File: config.mk
export PLATFORM = sky130hd
export DESIGN_NAME = ramp_gen_flat
export DESIGN_NICKNAME = d
export VERILOG_FILES = /design/src/rtl/ramp_gen_if.sv /design/src/rtl/ramp_gen.sv /design/src/flat_wrapper.sv
export SDC_FILE = /design/constraint.sdc
export NUM_CORES = 1
export LEC_CHECK = 0
export ABC_AREA = 1
export CAP_MARGIN = 10
export CORE_ASPECT_RATIO = 0.9
export CORE_MARGIN = 2
export CORE_UTILIZATION = 30
export CTS_BUF_LIST = sky130_fd_sc_hd__clkbuf_16
export DETAILED_ROUTE_END_ITERATION = 16
export PLACE_DENSITY = 0.59
export SLEW_MARGIN = 10
export SYNTH_ARGS = -nofsm -noshare
export SYNTH_HDL_FRONTEND = slang
export SYNTH_SLANG_ARGS = --single-unit
File: constraint.sdc
create_clock -name clk -period 3.8 [get_ports clk]
set_input_delay 0.76 -clock clk [delete_from_list [all_inputs] [get_ports clk]]
set_output_delay 0.76 -clock clk [all_outputs]
set_load 0.02 [all_outputs]
File: src/rtl/ramp_gen_if.sv
// Control/status bundle for ramp_gen: step request, mode/step select in; ramp value and status out.
interface ramp_gen_if #(
   parameter int unsigned WIDTH = 12
);
   logic             ramp_enb;
   logic             delta;
   logic [1:0]       Y;
   logic [1:0]       mode;
   logic [WIDTH-1:0] out;
   logic             dir;
   logic             wrap;
   logic             at_max;

   modport master (
      output ramp_enb, delta, Y, mode,
      input  out, dir, wrap, at_max
   );

   modport slave (
      input  ramp_enb, delta, Y, mode,
      output out, dir, wrap, at_max
   );
endinterface

File: src/rtl/ramp_gen.sv
// Multi-mode ramp generator (sawtooth / saturate / triangle / hold) with wrap and limit status.
// Define RAMP_STEP_EDGE_EN to step once per rising edge of delta instead of every cycle it is high.
module ramp_gen #(
   parameter int unsigned WIDTH = 12,
   parameter int unsigned STEP0 = 0,
   parameter int unsigned STEP1 = 1,
   parameter int unsigned STEP2 = 16,
   parameter int unsigned STEP3 = 1290,
   parameter int unsigned MAX   = 2**WIDTH - 1
) (
   input logic       clk,
   input logic       rst,
   ramp_gen_if.slave bus
);

   typedef enum logic [1:0] {IDLE, UP, DOWN} state_e;
   typedef enum logic [1:0] {M_SAW = 2'b00, M_SAT = 2'b01, M_TRI = 2'b10, M_HOLD = 2'b11} mode_e;

   localparam logic [WIDTH:0] MAX_W  = (WIDTH+1)'(MAX);
   localparam logic [WIDTH:0] WRAP_W = (WIDTH+1)'(MAX) + (WIDTH+1)'(1);

   state_e           state_q, state_d;
   logic [WIDTH-1:0] out_q, out_d;
   logic             dir_q, dir_d;
   logic             wrap_q, wrap_d;
   logic             strobe;
   mode_e            mode;
   logic [WIDTH:0]   step;
   logic [WIDTH:0]   cur;
   logic [WIDTH:0]   sum;

`ifdef RAMP_STEP_EDGE_EN
   logic delta_q;
   assign strobe = bus.delta & ~delta_q;
`else
   assign strobe = bus.delta;
`endif

   assign mode = mode_e'(bus.mode);

   always_comb begin
      case (bus.Y)
         2'b00:   step = (WIDTH+1)'(STEP0);
         2'b01:   step = (WIDTH+1)'(STEP1);
         2'b10:   step = (WIDTH+1)'(STEP2);
         default: step = (WIDTH+1)'(STEP3);
      endcase
   end

   always_comb begin
      state_d = state_q;
      out_d   = out_q;
      dir_d   = dir_q;
      wrap_d  = 1'b0;
      cur     = {1'b0, out_q};
      sum     = cur + step;

      if (!bus.ramp_enb) begin
         state_d = IDLE;
         out_d   = '0;
         dir_d   = 1'b1;
      end else if (mode == M_HOLD) begin
         if (state_q == IDLE) state_d = UP;
      end else if (state_q == DOWN && mode != M_TRI) begin
         // Dropping out of a descending triangle only restores direction; the value is kept.
         state_d = UP;
         dir_d   = 1'b1;
      end else begin
         if (state_q == IDLE) state_d = UP;
         if (strobe && step != '0) begin
            case (mode)
               M_SAW: begin
                  if (sum > MAX_W) begin
                     out_d  = WIDTH'(sum - WRAP_W);
                     wrap_d = 1'b1;
                  end else begin
                     out_d = WIDTH'(sum);
                  end
               end
               M_SAT: out_d = (sum > MAX_W) ? WIDTH'(MAX_W) : WIDTH'(sum);
               M_TRI: begin
                  if (state_q == DOWN) begin
                     if (cur <= step) begin
                        out_d   = '0;
                        dir_d   = 1'b1;
                        wrap_d  = 1'b1;
                        state_d = UP;
                     end else begin
                        out_d = WIDTH'(cur - step);
                     end
                  end else if (sum >= MAX_W) begin
                     out_d   = WIDTH'(MAX_W);
                     dir_d   = 1'b0;
                     state_d = DOWN;
                  end else begin
                     out_d = WIDTH'(sum);
                  end
               end
               default: ;
            endcase
         end
      end
   end

   always_ff @(posedge clk or posedge rst) begin
      if (rst) begin
         state_q <= IDLE;
         out_q   <= '0;
         dir_q   <= 1'b1;
         wrap_q  <= 1'b0;
`ifdef RAMP_STEP_EDGE_EN
         delta_q <= 1'b0;
`endif
      end else begin
         state_q <= state_d;
         out_q   <= out_d;
         dir_q   <= dir_d;
         wrap_q  <= wrap_d;
`ifdef RAMP_STEP_EDGE_EN
         delta_q <= bus.delta;
`endif
      end
   end

   assign bus.out    = out_q;
   assign bus.dir    = dir_q;
   assign bus.wrap   = wrap_q;
   assign bus.at_max = ({1'b0, out_q} == MAX_W);

endmodule

File: src/flat_wrapper.sv
// flat-port wrapper written by rule: the top's interface ports become plain ports
module ramp_gen_flat 
#(
   parameter int unsigned WIDTH = 12,
   parameter int unsigned STEP0 = 0,
   parameter int unsigned STEP1 = 1,
   parameter int unsigned STEP2 = 16,
   parameter int unsigned STEP3 = 1290,
   parameter int unsigned MAX   = 2**WIDTH - 1
)
  (clk, rst, bus_ramp_enb, bus_delta, bus_Y, bus_mode, bus_out, bus_dir, bus_wrap, bus_at_max);
  ramp_gen_if #(.WIDTH(WIDTH)) bus_i ();
  input logic clk;
  input logic rst;
  input wire logic [$bits(bus_i.ramp_enb)-1:0] bus_ramp_enb;
  input wire logic [$bits(bus_i.delta)-1:0] bus_delta;
  input wire logic [$bits(bus_i.Y)-1:0] bus_Y;
  input wire logic [$bits(bus_i.mode)-1:0] bus_mode;
  output wire logic [$bits(bus_i.out)-1:0] bus_out;
  output wire logic [$bits(bus_i.dir)-1:0] bus_dir;
  output wire logic [$bits(bus_i.wrap)-1:0] bus_wrap;
  output wire logic [$bits(bus_i.at_max)-1:0] bus_at_max;
  assign bus_i.ramp_enb = bus_ramp_enb;
  assign bus_i.delta = bus_delta;
  assign bus_i.Y = bus_Y;
  assign bus_i.mode = bus_mode;
  assign bus_out = bus_i.out;
  assign bus_dir = bus_i.dir;
  assign bus_wrap = bus_i.wrap;
  assign bus_at_max = bus_i.at_max;
  ramp_gen #(.WIDTH(WIDTH), .STEP0(STEP0), .STEP1(STEP1), .STEP2(STEP2), .STEP3(STEP3), .MAX(MAX)) u_core (.clk(clk), .rst(rst), .bus(bus_i));
endmodule
== Word level (Yosys, flattened, before mapping) ==
Cells that the tools add are included.

* Bits in registers: 16
* Output and inout port bits: 15
* Word-level logic and storage cells: 70

* Add/subtract/negate cells: 3
* Order comparisons: 3
* Equality and inequality tests: 16
* Multiplexer cells: 36
* Reductions and logical operators: 8

{| class="wikitable"
|+ Operators with widths
! cell !! count
|-
| 12-bit two-way mux || 9
|-
| 12-bit case mux with 3 select lines || 1
|-
| 11-bit case mux with 3 select lines || 1
|-
| 2-bit two-way mux || 9
|-
| 1-bit two-way mux || 15
|-
| 12-bit by 11-bit adder with 13-bit output || 1
|-
| 13-bit by 12-bit greater-or-equal comparator with 1-bit output (second input constant) || 1
|-
| 13-bit by 12-bit > comparator with 1-bit output (second input constant) || 1
|-
| 13-bit nonzero test || 1
|-
| 12-bit == test (second input constant) || 1
|-
| 12-bit by 11-bit <= comparator with 1-bit output || 1
|-
| 12-bit by 1-bit subtractor with 12-bit output (second input constant) || 1
|-
| 12-bit by 11-bit subtractor with 12-bit output || 1
|-
| 2-bit == test (second input constant) || 4
|-
| 4-bit by 1-bit != test with 1-bit output (second input constant) || 2
|-
| 2-bit logical NOT || 3
|-
| 2-bit != test (second input constant) || 3
|-
| 3-bit by 1-bit != test with 1-bit output (second input constant) || 2
|-
| 5-bit AND reduction || 1
|-
| 2-bit by 1-bit == test with 1-bit output (second input constant) || 2
|-
| 4-bit by 3-bit != test with 1-bit output (second input constant) || 1
|-
| 4-bit AND reduction || 1
|-
| 1-bit logical AND || 2
|-
| 2-bit by 1-bit != test with 1-bit output (second input constant) || 1
|-
| 1-bit case mux with 2 select lines || 1
|}

== Longest topological paths before layout ==
Gate-level depths: netlist (run 1).

* Depth in word-level cells: 11
* Depth in mapped cells: 20

== Worst setup path after synthesis (run 1) ==
OpenSTA, ideal clock, no wires.

* Kind: input port to flip-flop
* Start: input port bus_Y[0]
* End: register u_core.out_q[3] (netlist: u_core.bus.out[3])
* Data arrival time: 2.623 ns
* Slack: 1.056 ns
* Stages on the path: 16
* Path through: inv_1 > nor2_1 > ha_1 > inv_1 > fa_1 > nor2_1 > o21ai_1 > nand3_1 > nand3_1 > and2_4 > nor2_4 > nor2_4 > buf_6 > nand3_1 > nand2_1 > a22o_1

* Longest elaborated chain between the ends: 11
* Elaborated cells between the ends (all ways): 24
* Those cells by class: 3 x add/sub; 3 x order compare; 3 x eq/ne; 11 x mux; 4 x reduce/logical

{| class="wikitable"
|+ Ends and longest elaborated chain
! element !! line !! source
|-
| start: declaration || flat_wrapper.sv:17 || <nowiki>input wire logic [$bits(bus_i.Y)-1:0] bus_Y;</nowiki>
|-
| 2-bit == test (tied with other cells) || ramp_gen.sv:42 || <nowiki>case (bus.Y)</nowiki>
|-
| 11-bit case mux with 3 select lines * || ramp_gen.sv:42 ||
|-
| 12-bit by 11-bit adder with 13-bit output || ramp_gen.sv:56 || <nowiki>sum = cur + step;</nowiki>
|-
| 13-bit by 12-bit greater-or-equal comparator with 1-bit output || ramp_gen.sv:91 || <nowiki>end else if (sum >= MAX_W) begin</nowiki>
|-
| 12-bit two-way mux || ramp_gen.sv:91 ||
|-
| 12-bit two-way mux || ramp_gen.sv:82 || <nowiki>if (state_q == DOWN) begin</nowiki>
|-
| 12-bit case mux with 3 select lines || ramp_gen.sv:71 || <nowiki>case (mode)</nowiki>
|-
| 12-bit two-way mux || ramp_gen.sv:70 || <nowiki>if (strobe && step != '0) begin</nowiki>
|-
| 12-bit two-way mux || ramp_gen.sv:64 || <nowiki>end else if (state_q == DOWN && mode != M_TRI) begin</nowiki>
|-
| 12-bit two-way mux || ramp_gen.sv:62 || <nowiki>end else if (mode == M_HOLD) begin</nowiki>
|-
| 12-bit two-way mux || ramp_gen.sv:58 || <nowiki>if (!bus.ramp_enb) begin</nowiki>
|-
| end signal: assignment || ramp_gen.sv:116 || <nowiki>out_q <= out_d;</nowiki>
|-
| end: declaration || ramp_gen.sv:23 || <nowiki>logic [WIDTH-1:0] out_q, out_d;</nowiki>
|}

Every way passes the cells marked *; elsewhere a longest branch is shown, timed or not. The select of a mux whose other input is x is not followed.
A chain may end at the register's enable or synchronous reset.

== Worst setup path after layout (run 1) ==
* Start: input port bus_Y[1]
* End: register u_core.out_q[7] (netlist: u_core.bus.out[7])

The elaborated chain is that of the path after synthesis.

==> results of run 1 <==
cells in the mapped netlist (all sizes together):
library cell    n  area share
clkbuf          2      0.0032
ha             17       0.090
a22o            1      0.0037
clkinv          1      0.0016
nand2         120        0.20
xor2            8       0.030
buf            10       0.029
a31o            1      0.0037
o21ai          27       0.057
inv            51       0.082
dfrtp          15        0.16
a31oi           5       0.022
nor2           29       0.054
and2            1      0.0037
dfstp           1       0.011
o211ai         10       0.042
nor4            3      0.0080
a21oi          20       0.049
nand3b          1      0.0032
nor3            3      0.0064
o21bai          1      0.0032
nand3          44       0.093
nand4           8       0.021
a211oi          3      0.0095
fa              2       0.017
cells by family after synthesis:
family                     count (synthesis)  share of synthesized area
adders and majority gates                 19                      0.107
buffers and inverters                     64                      0.116
DFF                                       16                      0.170
AOI/OAI and AO/OA                         68                      0.191
and+or+nand+nor                          209                      0.386
xor gates and xnor gates                   8                     0.0297
per-stage QoR:
stage / power [mW] / instances / utilization
after global routing: 1.06 / 502 / 0.364
after CTS: 0.978 / 502 / 0.364
after global placement: 0.765 / 498 / 0.354
after floorplan: 0.604 / 384 / -
final: 0.982 / 502 / 0.364
after detailed placement: 0.765 / 498 / 0.354
worst reg2reg max path, stage by stage, from the launching register on:
cell      delay, ps
dfrtp_1         430
ha_1            290
fa_1            460
nand2_1         110
inv_1            60
nand2_1          70
nand2_2          80
nand2_2          90
inv_2            40
a31oi_4         410
nand3_1         200
o211ai_2        190
nand2_1          70
o211ai_1        120
nand2_1          80
sequential cells by signal, indices dropped and copies added (netlist names):
name and flops:
u_core.bus.wrap 1, u_core.bus.out 12, u_core.bus.dir 1, u_core.state_q 2
per-layer routing:
metal / vias to the layer above / routed length (um) / track usage
met5: - / 0 / 0
met4: 0 / 68 / 0.0316
met3: 7 / 590 / 0.0319
met2: 117 / 3350 / 0.300
met1: 1204 / 3470 / 0.248
li1: 1310 / - / -
final timing paths:
path | start | endpoint | slack [ps] | cells past startpoint
max | bus_Y[1] | u_core.bus.out[7]$_DFFE_PP0P_ | 310 | 16
min | u_core.bus.dir$_DFFE_PP1P_ | u_core.bus.dir$_DFFE_PP1P_ | 510 | 2
max reg2reg | u_core.bus.out[0]$_DFFE_PP0P_ | u_core.bus.out[7]$_DFFE_PP0P_ | 960 | 14
min reg2reg | u_core.bus.dir$_DFFE_PP1P_ | u_core.bus.dir$_DFFE_PP1P_ | 510 | 2
max in group asynchronous | rst | u_core.bus.out[5]$_DFFE_PP0P_ | 2490 | 2
min in group asynchronous | rst | u_core.bus.wrap$_DFF_PP0_ | 900 | 2
power by group:
group	internal, mW	switching [mW]
clock	0.140	0.0696
combinational	0.198	0.335
sequential	0.191	0.0483
layout make-up:
| type | instances | area (um^2) |
|---|---|---|
| Clock buffer | 3 | 75.1 |
| Clock inverter | 1 | 3.75 |
| Fill cell | 839 | 4820 |
| Inverter | 52 | 198 |
| Multi-Input combinational cell | 304 | 1680 |
| Sequential cell | 16 | 402 |
| Tap cell | 96 | 120 |
| Timing Repair Buffer | 30 | 280 |
==> reports/metrics.cfg, run 1 <==
[routing]
drt_iter0_drc=166
drt-total-wl_um=7480
via_per_inst=5.25
routedWlPerCell_um=14.9
drc=0
num_vias=2638
drt_pre_antenna_iters=5
final_antenna_net_count=0

[die]
placeableCoreArea_um2=7580
num_rows=30
die_y_um=88.1
die_w_um=97.5
dieArea_um2=8590
start_util=0.311
ios=23

[worst_setup_path]
crit_buf_inv=3
path_class=in2reg
crit_family=simple AND/OR/NAND/NOR gates
path_cells=clkdlybuf4s50_1, nor2_1, ha_1, fa_1, nand2_1, inv_1, nand2_1, nand2_2, nand2_2, inv_2, a31oi_4, nand3_1, o211ai_2, nand2_1, o211ai_1, nand2_1
cp_max_fo=14
cp_data_arrival_time_ps=3620
required_ps=3930
critPathCaptureType=flip-flop
critical-path-max-stage-delay_ps=510
critPathSlowestCell=clkdlybuf4s50_1
start_kind=primary input
crit_path_frequent_cell=nand2_1

[sta]
finalHoldViolations=0
worstMarginPinSlew_ps=637
drv_slew=0
fmax_ghz=0.287
slew_headroom=0.575
finalSetupTns_ps=0
setup_slack_ps=310
clock_skew_ps=1.62
period_share=0.918
period_minus_slack_ps=3490
rsz0062_at_grt=no
whs_ps=509
setup_viol=0

[final_layout]
num_antenna_cells=0
drive_gt1_frac=0.0936
final_common_cell=nand2_1
final_area_um2=2760
area_growth_pct=17.1
nNetsFinal=434
final_cell_mix=nand2_1 (115), inv_1 (44), nand3_1 (44)

[placement]
io_buffer_count=22
hpwl_um=5880
routabilityCongestion=0.933
post_dp_cell_area_um2=2680
pre_cts_slack_ps=77.7

[cts]
post_cts_buffers=0
path_clk_slew_ps=50
post_cts_resized=0
root_buffer=clkbuf_16
cts_buffer_depth=2
htree_num_levels=1
clock_latency_ps=250
cts_hold_buf=0
cts.sinks=16
cts_buffers=3
cts_tree=done

[synthesis]
ys_ff_latch=16
syn_area_per_cell_um2=6.14
synth_fp_nets=411
netlist_area_um2=2360
ys_warn_count=0
synth.yosys.seq_area_share=0.170
yosysUniqueCellTypes=37
synth_cells=384

[pwr]
ir_worst_vdd_mv=0.178
power_density_nw_per_um2=356
power.leakage_nw=1.38

[min_path]
hold_path_class=reg2reg

[global_route]
grt_start_max_net_pins=20
grt_antenna_before_repair=0
grt_usage=0.179
grt_pass1_vias=2471
grt_overflow_total=0
grt_pass1_wl_um=12400

[run_status]
status=completed

[job]
drv_cap=0

Power figures use the tool's default switching activity.
==> run 2, diff against run 1 <==
--- a/config.mk
+++ b/config.mk
@@ -12,6 +12,7 @@
 export CORE_UTILIZATION = 30
 export CTS_BUF_LIST = sky130_fd_sc_hd__clkbuf_16
 export DETAILED_ROUTE_END_ITERATION = 16
+export GPL_TIMING_DRIVEN = 1
 export PLACE_DENSITY = 0.59
 export SLEW_MARGIN = 10
 export SYNTH_ARGS = -nofsm -noshare
==> results of run 2 <==
Final layout, timing and power as in run 1 (identical DEF).
